===== src/rtl/riscv_mc_ctrl.sv =====
// Multi-cycle RV32I control sequencer: steps FETCH/DECODE/EXEC/MEM/WB over one shared memory port,
// drives all state-dependent enables, counts retired instructions and traps on illegal opcodes/timeouts.
module riscv_mc_ctrl #(
  parameter int unsigned MEM_TIMEOUT = 16,
  parameter int unsigned INSTRET_W   = 32
) (
  input  logic                 i_clk,
  input  logic                 i_rstn,
  input  logic [6:0]           i_ctrl_opcode,
  input  logic                 i_take_branch,
  input  logic                 i_halt,
  input  logic                 i_mem_ack,
  output logic                 o_mem_req,
  output logic                 o_mem_wr_en,
  output logic                 o_mem_addr_src,
  output logic                 o_ir_wr_en,
  output logic                 o_pc_wr_en,
  output logic [1:0]           o_src_pc,
  output logic                 o_src_alu_a,
  output logic                 o_src_alu_b,
  output logic                 o_reg_wr_en,
  output logic [2:0]           o_state,
  output logic                 o_trap,
  output logic [1:0]           o_trap_cause,
  output logic [INSTRET_W-1:0] o_instret
);

  localparam int unsigned TMO_W = $clog2(MEM_TIMEOUT + 1);

  localparam logic [6:0] OPC_OP     = 7'b0110011;
  localparam logic [6:0] OPC_OPIMM  = 7'b0010011;
  localparam logic [6:0] OPC_LOAD   = 7'b0000011;
  localparam logic [6:0] OPC_STORE  = 7'b0100011;
  localparam logic [6:0] OPC_BRANCH = 7'b1100011;
  localparam logic [6:0] OPC_JAL    = 7'b1101111;
  localparam logic [6:0] OPC_JALR   = 7'b1100111;
  localparam logic [6:0] OPC_LUI    = 7'b0110111;
  localparam logic [6:0] OPC_AUIPC  = 7'b0010111;

  typedef enum logic [2:0] {
    S_FETCH  = 3'd0,
    S_DECODE = 3'd1,
    S_EXEC   = 3'd2,
    S_MEM    = 3'd3,
    S_WB     = 3'd4,
    S_TRAP   = 3'd5
  } state_t;

  state_t                 r_state;
  state_t                 w_next_state;
  logic [TMO_W-1:0]       r_tmo;
  logic                   r_req_out;
  logic                   r_trap;
  logic [1:0]             r_cause;
  logic [INSTRET_W-1:0]   r_instret;
  logic                   w_retire;
  logic                   w_set_trap;
  logic [1:0]             w_cause;
  logic                   w_tmo_hit;
  logic                   w_legal;

  always_comb begin
    case (i_ctrl_opcode)
      OPC_OP, OPC_OPIMM, OPC_LOAD, OPC_STORE, OPC_BRANCH,
      OPC_JAL, OPC_JALR, OPC_LUI, OPC_AUIPC: w_legal = 1'b1;
      default:                               w_legal = 1'b0;
    endcase
  end

  // This cycle is the last unacknowledged one the request is allowed
  assign w_tmo_hit = (r_tmo == TMO_W'(MEM_TIMEOUT - 1));

  always_comb begin
    w_next_state   = r_state;
    w_retire       = 1'b0;
    w_set_trap     = 1'b0;
    w_cause        = 2'd0;
    o_mem_req      = 1'b0;
    o_mem_wr_en    = 1'b0;
    o_mem_addr_src = 1'b0;
    o_ir_wr_en     = 1'b0;
    o_pc_wr_en     = 1'b0;
    o_src_pc       = 2'd0;
    o_src_alu_a    = 1'b0;
    o_src_alu_b    = 1'b0;
    o_reg_wr_en    = 1'b0;
    case (r_state)
      S_FETCH: begin
        // Halt only idles before a request goes out; an issued fetch is held to ack
        if (!(i_halt && !r_req_out)) begin
          o_mem_req = 1'b1;
          if (i_mem_ack) begin
            o_ir_wr_en   = 1'b1;
            w_next_state = S_DECODE;
          end else if (w_tmo_hit) begin
            w_next_state = S_TRAP;
            w_set_trap   = 1'b1;
            w_cause      = 2'd2;
          end
        end
      end
      S_DECODE: begin
        if (w_legal) begin
          w_next_state = S_EXEC;
        end else begin
          w_next_state = S_TRAP;
          w_set_trap   = 1'b1;
          w_cause      = 2'd1;
        end
      end
      S_EXEC: begin
        case (i_ctrl_opcode)
          OPC_OPIMM, OPC_LOAD, OPC_STORE: o_src_alu_b = 1'b1;
          OPC_AUIPC: begin
            o_src_alu_a = 1'b1;
            o_src_alu_b = 1'b1;
          end
          default: ;
        endcase
        case (i_ctrl_opcode)
          OPC_LOAD, OPC_STORE: w_next_state = S_MEM;
          OPC_BRANCH: begin
            o_pc_wr_en   = 1'b1;
            o_src_pc     = i_take_branch ? 2'd1 : 2'd0;
            w_retire     = 1'b1;
            w_next_state = S_FETCH;
          end
          default: w_next_state = S_WB;
        endcase
      end
      S_MEM: begin
        o_mem_req      = 1'b1;
        o_mem_addr_src = 1'b1;
        o_mem_wr_en    = (i_ctrl_opcode == OPC_STORE);
        if (i_mem_ack) begin
          if (i_ctrl_opcode == OPC_STORE) begin
            o_pc_wr_en   = 1'b1;
            w_retire     = 1'b1;
            w_next_state = S_FETCH;
          end else begin
            w_next_state = S_WB;
          end
        end else if (w_tmo_hit) begin
          w_next_state = S_TRAP;
          w_set_trap   = 1'b1;
          w_cause      = 2'd3;
        end
      end
      S_WB: begin
        o_reg_wr_en  = 1'b1;
        o_pc_wr_en   = 1'b1;
        o_src_pc     = (i_ctrl_opcode == OPC_JAL)  ? 2'd1 :
                       (i_ctrl_opcode == OPC_JALR) ? 2'd2 : 2'd0;
        w_retire     = 1'b1;
        w_next_state = S_FETCH;
      end
      S_TRAP:  ;
      default: w_next_state = S_FETCH;
    endcase
  end

  always_ff @(posedge i_clk or negedge i_rstn) begin
    if (!i_rstn) r_state <= S_FETCH;
    else         r_state <= w_next_state;
  end

  // Wait-cycle counter and outstanding-request flag, both scoped to one state visit
  always_ff @(posedge i_clk or negedge i_rstn) begin
    if (!i_rstn) begin
      r_tmo     <= '0;
      r_req_out <= 1'b0;
    end else if (w_next_state != r_state) begin
      r_tmo     <= '0;
      r_req_out <= 1'b0;
    end else if (o_mem_req && !i_mem_ack) begin
      r_tmo     <= r_tmo + TMO_W'(1);
      r_req_out <= 1'b1;
    end
  end

  always_ff @(posedge i_clk or negedge i_rstn) begin
    if (!i_rstn) begin
      r_trap    <= 1'b0;
      r_cause   <= 2'd0;
      r_instret <= '0;
    end else begin
      if (w_set_trap) begin
        r_trap  <= 1'b1;
        r_cause <= w_cause;
      end
      if (w_retire) r_instret <= r_instret + INSTRET_W'(1);
    end
  end

  assign o_state      = r_state;
  assign o_trap       = r_trap;
  assign o_trap_cause = r_cause;
  assign o_instret    = r_instret;

endmodule


===== config.mk =====
export PLATFORM = sky130hd
export DESIGN_NAME = riscv_mc_ctrl
export DESIGN_NICKNAME = d
export VERILOG_FILES = /design/src/rtl/riscv_mc_ctrl.sv
export SDC_FILE = /design/constraint.sdc
export NUM_CORES = 1
export LEC_CHECK = 0
export CORE_ASPECT_RATIO = 0.75
export CORE_MARGIN = 2
export CORE_UTILIZATION = 45
export CTS_BUF_LIST = sky130_fd_sc_hd__clkbuf_16
export CTS_CLUSTER_SIZE = 12
export DETAILED_ROUTE_END_ITERATION = 16
export PLACE_DENSITY = 0.77
export SYNTH_ARGS = -nofsm -noshare
export SYNTH_HDL_FRONTEND = slang
export SYNTH_SLANG_ARGS = --single-unit

===== constraint.sdc =====
create_clock -name i_clk -period 2.01 [get_ports i_clk]
set_input_delay 0.603 -clock i_clk [delete_from_list [all_inputs] [get_ports i_clk]]
set_output_delay 0.603 -clock i_clk [all_outputs]
set_load 0.02 [all_outputs]

# Word level (Yosys, flattened, before mapping)
# Index checks and enable logic that the tools add are counted.
word_totals:
  register_bits: 44
  in_bits: 12
op_classes:
  addsub: 2
  eq_ne: 16
  muxes: 46
  n_reduce_logical: 9
ops:
  columns: ["op", "n"]
  rows:
  - ["32-bit by 1-bit adder with 32-bit output, second input constant", 1]
  - ["1-bit 2-to-1 mux", 24]
  - ["7-bit by 6-bit == test with 1-bit output, second input constant", 3]
  - ["7-bit == test, second input constant", 3]
  - ["3-bit 2-to-1 mux", 6]
  - ["3-bit one-hot mux with 5 select lines", 1]
  - ["7-bit by 5-bit == test with 1-bit output, second input constant", 2]
  - ["2-bit 2-to-1 mux", 7]
  - ["5-bit 2-to-1 mux", 2]
  - ["9-bit OR reduction", 1]
  - ["7-bit by 2-bit == test with 1-bit output, second input constant", 1]
  - ["3-bit by 2-bit == test with 1-bit output, second input constant", 2]
  - ["3-bit == test, second input constant", 2]
  - ["1-bit one-hot mux with 3 select lines", 2]
  - ["2-bit one-hot mux with 3 select lines", 1]
  - ["3-bit one-hot mux with 2 select lines", 1]
  - ["5-bit by 1-bit adder with 5-bit output, second input constant", 1]
  - ["5-bit by 4-bit == test with 1-bit output, second input constant", 1]
  - ["2-bit one-hot mux with 2 select lines", 1]
  - ["4-bit OR reduction", 1]
  - ["3-bit by 1-bit == test with 1-bit output, second input constant", 1]
  - ["3-bit logical NOT", 1]
  - ["3-bit inequality test", 1]
  - ["1-bit logical AND", 2]
  - ["4 further kinds", 5]

# Longest topological paths before layout
logic_depth:
  word_depth: 7
  depth_mapped: 8
  ltp_nobuf: 8

# Least setup slack after synthesis
# OpenSTA, ideal clock, no wires.
synth_timing:
  kind: "register -> output"
  from: "register r_state[2], in the netlist o_state[2]"
  to: "output o_src_alu_b"
  arrival_time_ps: 1866
  required_time_ps: 1407
  setup_slack_ps: -459
  path_stages_with_launch: 5
  path_cell_list: "dfrtp_1 clkbuf_1 nand2b_1 or4_1 a211oi_1"
synth_between:
  elab_chain_len: 2
synth_lines:
  columns: ["item", "line_no", "source"]
  rows:
  - ["from (decl)", "49", "state_t r_state;"]
  - ["from (signal assigned)", "164", "else r_state <= w_next_state;"]
  - ["3-bit by 2-bit == test with 1-bit output", "87", "case (r_state)"]
  - ["1-bit 2-to-1 mux", "87", null]
  - ["to (decl)", "20", "output logic o_src_alu_b,"]
# Every way passes these cells.

# Worst setup path after layout
layout_timing:
  from: "register r_state[1], in the netlist o_state[1]"
  to: "output o_src_alu_a"
layout_between:
  elab_chain_len: 2
layout_lines:
  columns: ["item", "line_no", "source"]
  rows:
  - ["3-bit by 2-bit == test with 1-bit output", "87", null]
  - ["1-bit 2-to-1 mux", "87", null]
  - ["to (decl)", "19", "output logic o_src_alu_a,"]
# Every way passes these cells.

==> impl_metrics.csv <==
group,metric,value,unit
status,status,"complete, but fails checks",
status,failed_checks,"negative setup slack",
route,post_drt_wl_per_cell,16.96,µm
timing,rsz0062_at_grt,"true",
timing,min_period_over_period,115.9,%
synthesis,synthFlopType,"dfrtp_1",
floorplan,die_y,67.64,µm
placement,place.gp.congestion,0.8933,
cells_and_area,drive_gt1_share,40.53,%
synthesis,synth_edf_count,0,
cells_and_area,area_growth,67.77,%
floorplan,ios,60,
timing,fin_ws,-0.3202,ns
cts,cts_htree_levels,2,
worst_setup_path,crit_arrival,1.73,ns
placement,dp_hpwl,4.620,mm
global_route,grt_max_degree,22,
synthesis,synthArstFlopShare,100.0,%
worst_setup_path,crit_family,"simple AND/OR/NAND/NOR gates",
cts,cts_root_buffer,"clkbuf_16",
worst_setup_path,end_kind,"output pin",
cts,cts_buffer_depth,2,
cells_and_area,fin_area,4076,µm²
cells_and_area,fin_nets,389,
floorplan,rows,23,
synthesis,synth_top_area_share,45.31,%
global_route,grtUsageTotal,24.24,%
pwr,power_density,945.4,nW/µm²
timing,fin_worst_skew,0.003137,ns
synthesis,synth_area_leaders,"dfrtp_1 45%, xnor2_1 7.9%, xor2_1 4.3%, nand2_1 4.2%, nor2_1 3.4%",
worst_setup_path,critPathMaxStageDelay,0.55,ns
route,wl,7.633,mm
floorplan,dieArea,6009,µm²
placement,post-place-cells,420,
synthesis,synth.avg_cell_area,9.837,µm²
pwr,p_leak,1.845,nW
route,wl_met1,3.218,mm
route,drc_errors,0,
cts,insertion_delay,0.28,ns
job,cap_viol_max_count,0,
floorplan,core,5266,µm²
global_route,overflow,0,
timing,fmax,0.4291,GHz
synthesis,ys_seq_elements,44,
synthesis,synth_area,2430,µm²
synthesis,syn_nets,262,
worst_setup_path,cp_common_cell,"buf_6",
floorplan,fp.dieW,88.85,µm
route,drt_iter0_drc,161,
worst_setup_path,reg2reg_depth,10,
route,top_layer_used,"met4",
cts,cts_hold_buf,0,
route,vias_per_cell,5.344,
synthesis,synthCells,247,
route,dr.pass1.iters,4,
timing,slew_viol_final,0,
synthesis,ys.warnings.count,0,
pwr,ir_worst_vdd,0.0008090,V
timing,setup_violations,18,
global_route,antenna_found_initial,0,
global_route,grt_first_pass_wirelength,11.16,mm
route,dr_wl_met3,418,µm
placement,place_area,3452,µm²
cts,cts_tree,"done",
timing,hold_viol_final,0,
synthesis,ys_seq_area_share,45.31,%
worst_setup_path,cp_num_buf_inv,2,
worst_setup_path,path_class,"register to output pin",
route,final_antenna_net_count,0,
worst_setup_path,crit_cells,5,
global_route,grt_pass1_vias,2307,
placement,io_buffers,59,
hold_path,holdCritPathClass,"input port to asynchronous set/reset pin",
floorplan,start_util,46.14,%
cts,clkTransAtPathRegs,0.06,ns
timing,final.setup.tns,-1.943,ns
timing,tightest_slew,0.4525,ns
cts,cts-buffers-inserted,5,
worst_setup_path,path_max_fanout,2,
timing,finalCriticalPeriod,2.330,ns
timing,whs,0.2598,ns
cts,numClockSinks,44,
synthesis,synth_top_area_cell,"dfrtp_1",
cells_and_area,insertedDiodeCount,0,
route,vias,2405,
worst_setup_path,worst_ep_required_time,1.41,ns
timing,slew_headroom,69.83,%
worst_setup_path,crit_chain,"buf_6 > nand2b_4 > or4_4 > nor3_4 > buf_6",
route,routed-wl-met2,3.774,mm
synthesis,synth_cell_types,56,
worst_setup_path,crit_slowest_cell,"or4_4",
worst_setup_path,start_kind,"register",
cells_and_area,stdcell_count,450,
-- cells by family after synthesis --
family / count (synthesis) / share of synthesized area [%]
AO/OA/AOI/OAI: 25 / 9.218
XOR/XNOR: 34 / 12.26
buffers and inverters: 18 / 3.655
AND/OR/NAND/NOR: 121 / 27.14
multiplexers: 2 / 0.8754
flip-flops: 44 / 45.31
adder cells (fa/ha/maj): 3 / 1.545
-- power breakdown --
| group | total (mW) | switching [mW] | internal [mW] |
|---|---|---|---|
| logic | 1.85 | 0.953 | 0.898 |
| registers | 1.08 | 0.0984 | 0.986 |
| clock network | 0.919 | 0.336 | 0.584 |
-- layout make-up --
cell class	instances	area (µm²)
multi-input cells	185	1510
fillers	311	1190
repair buffers	127	1154
flip-flops and latches	44	1102
clock buffers	5	125.1
well taps	75	93.84
inverters	11	48.80
clock inverters	3	42.54
-- layer usage --
metal / global-route usage (%) / up-vias
met1: 31.84 / 1170
met3: 5.134 / 26
met2: 39.46 / 88
met4: 9.091 / 0
li1: - / 1121
met5: 0 / -
-- timing repair --
item,in CTS,in global routing
buffers inserted,10,13
resized for setup,131,42
pin swaps,21,20
endpoints found under the setup margin,48,21
-- metrics by stage --
| step | utilization [%] | worst slack, ns | power (mW) |
|---|---|---|---|
| final | 77.41 | -0.3202 | 3.854 |
| after global routing | 77.41 | -0.3570 | 4.027 |
| after CTS | 72.73 | -0.3627 | 3.561 |
| after detailed placement | 65.55 | -1.111 | 2.377 |
| after global placement | 65.55 | -1.095 | 2.344 |
| after floorplan | - | -0.2198 | 1.796 |
-- Yosys cell counts, types with 2 or more instances --
cell type / n
xnor2_1: 22
a21boi_1: 2
buf_6: 2
xor2_1: 12
nand2_1: 27
o31ai_1: 2
a21oi_1: 4
nor3_1: 16
and3b_1: 3
ha_1: 3
nand3_1: 11
a311oi_1: 2
nand2b_1: 6
nor2_1: 22
a211oi_1: 2
nor4_2: 2
inv_2: 2
and3_1: 5
nor2b_1: 3
nand4_1: 9
nor4_1: 4
inv_1: 9
dfrtp_1: 44
-- flip-flops by register name, summed over array words and instances (netlist names) --
signal and flops:
o_instret 32, o_trap_cause 2, r_req_out 1, r_tmo 5, o_trap 1, o_state 3
-- cells in the final DEF (no fill, tap or decap), types with 2 or more instances in the layout --
| cell | count |
|---|---|
| and3_1 | 2 |
| nand2_2 | 2 |
| and3b_2 | 3 |
| nand2_1 | 23 |
| nand3_1 | 11 |
| o21ai_2 | 2 |
| and3_4 | 3 |
| nor2_1 | 14 |
| nor4_4 | 2 |
| nand2_4 | 2 |
| a21oi_1 | 2 |
| nor3_1 | 12 |
| a21boi_1 | 2 |
| nor2_2 | 2 |
| dfrtp_1 | 43 |
| nand4_1 | 9 |
| buf_12 | 2 |
| o31ai_1 | 2 |
| buf_2 | 5 |
| nor2b_1 | 2 |
| inv_4 | 3 |
| clkdlybuf4s50_1 | 33 |
| dlygate4sd2_1 | 3 |
| nand2b_1 | 5 |
| nor4_2 | 4 |
| dlymetal6s2s_1 | 2 |
| clkdlybuf4s15_1 | 2 |
| xor2_1 | 12 |
| nor3_2 | 3 |
| nor2_4 | 8 |
| clkbuf_16 | 5 |
| a311oi_1 | 2 |
| buf_6 | 23 |
| xnor2_1 | 22 |
| inv_1 | 7 |
| buf_4 | 57 |
-- path summary, 6_finish.rpt --
path / slack, ns / startpoint / end
max in group asynchronous: 1.19 / i_rstn / o_instret[29]$_DFFE_PN0P_
worst min-delay path: 0.26 / i_rstn / o_instret[2]$_DFFE_PN0P_
worst max-delay path: -0.32 / o_state[1]$_DFF_PN0_ / o_src_alu_a
min in group i_clk: 0.47 / o_instret[31]$_DFFE_PN0P_ / o_instret[31]$_DFFE_PN0P_
worst min register to register: 0.47 / o_instret[31]$_DFFE_PN0P_ / o_instret[31]$_DFFE_PN0P_
worst max register to register: -0.10 / r_tmo[1]$_DFFE_PN0P_ / r_tmo[4]$_DFFE_PN0P_
No activity file was read; power rests on OpenSTA's default activity.
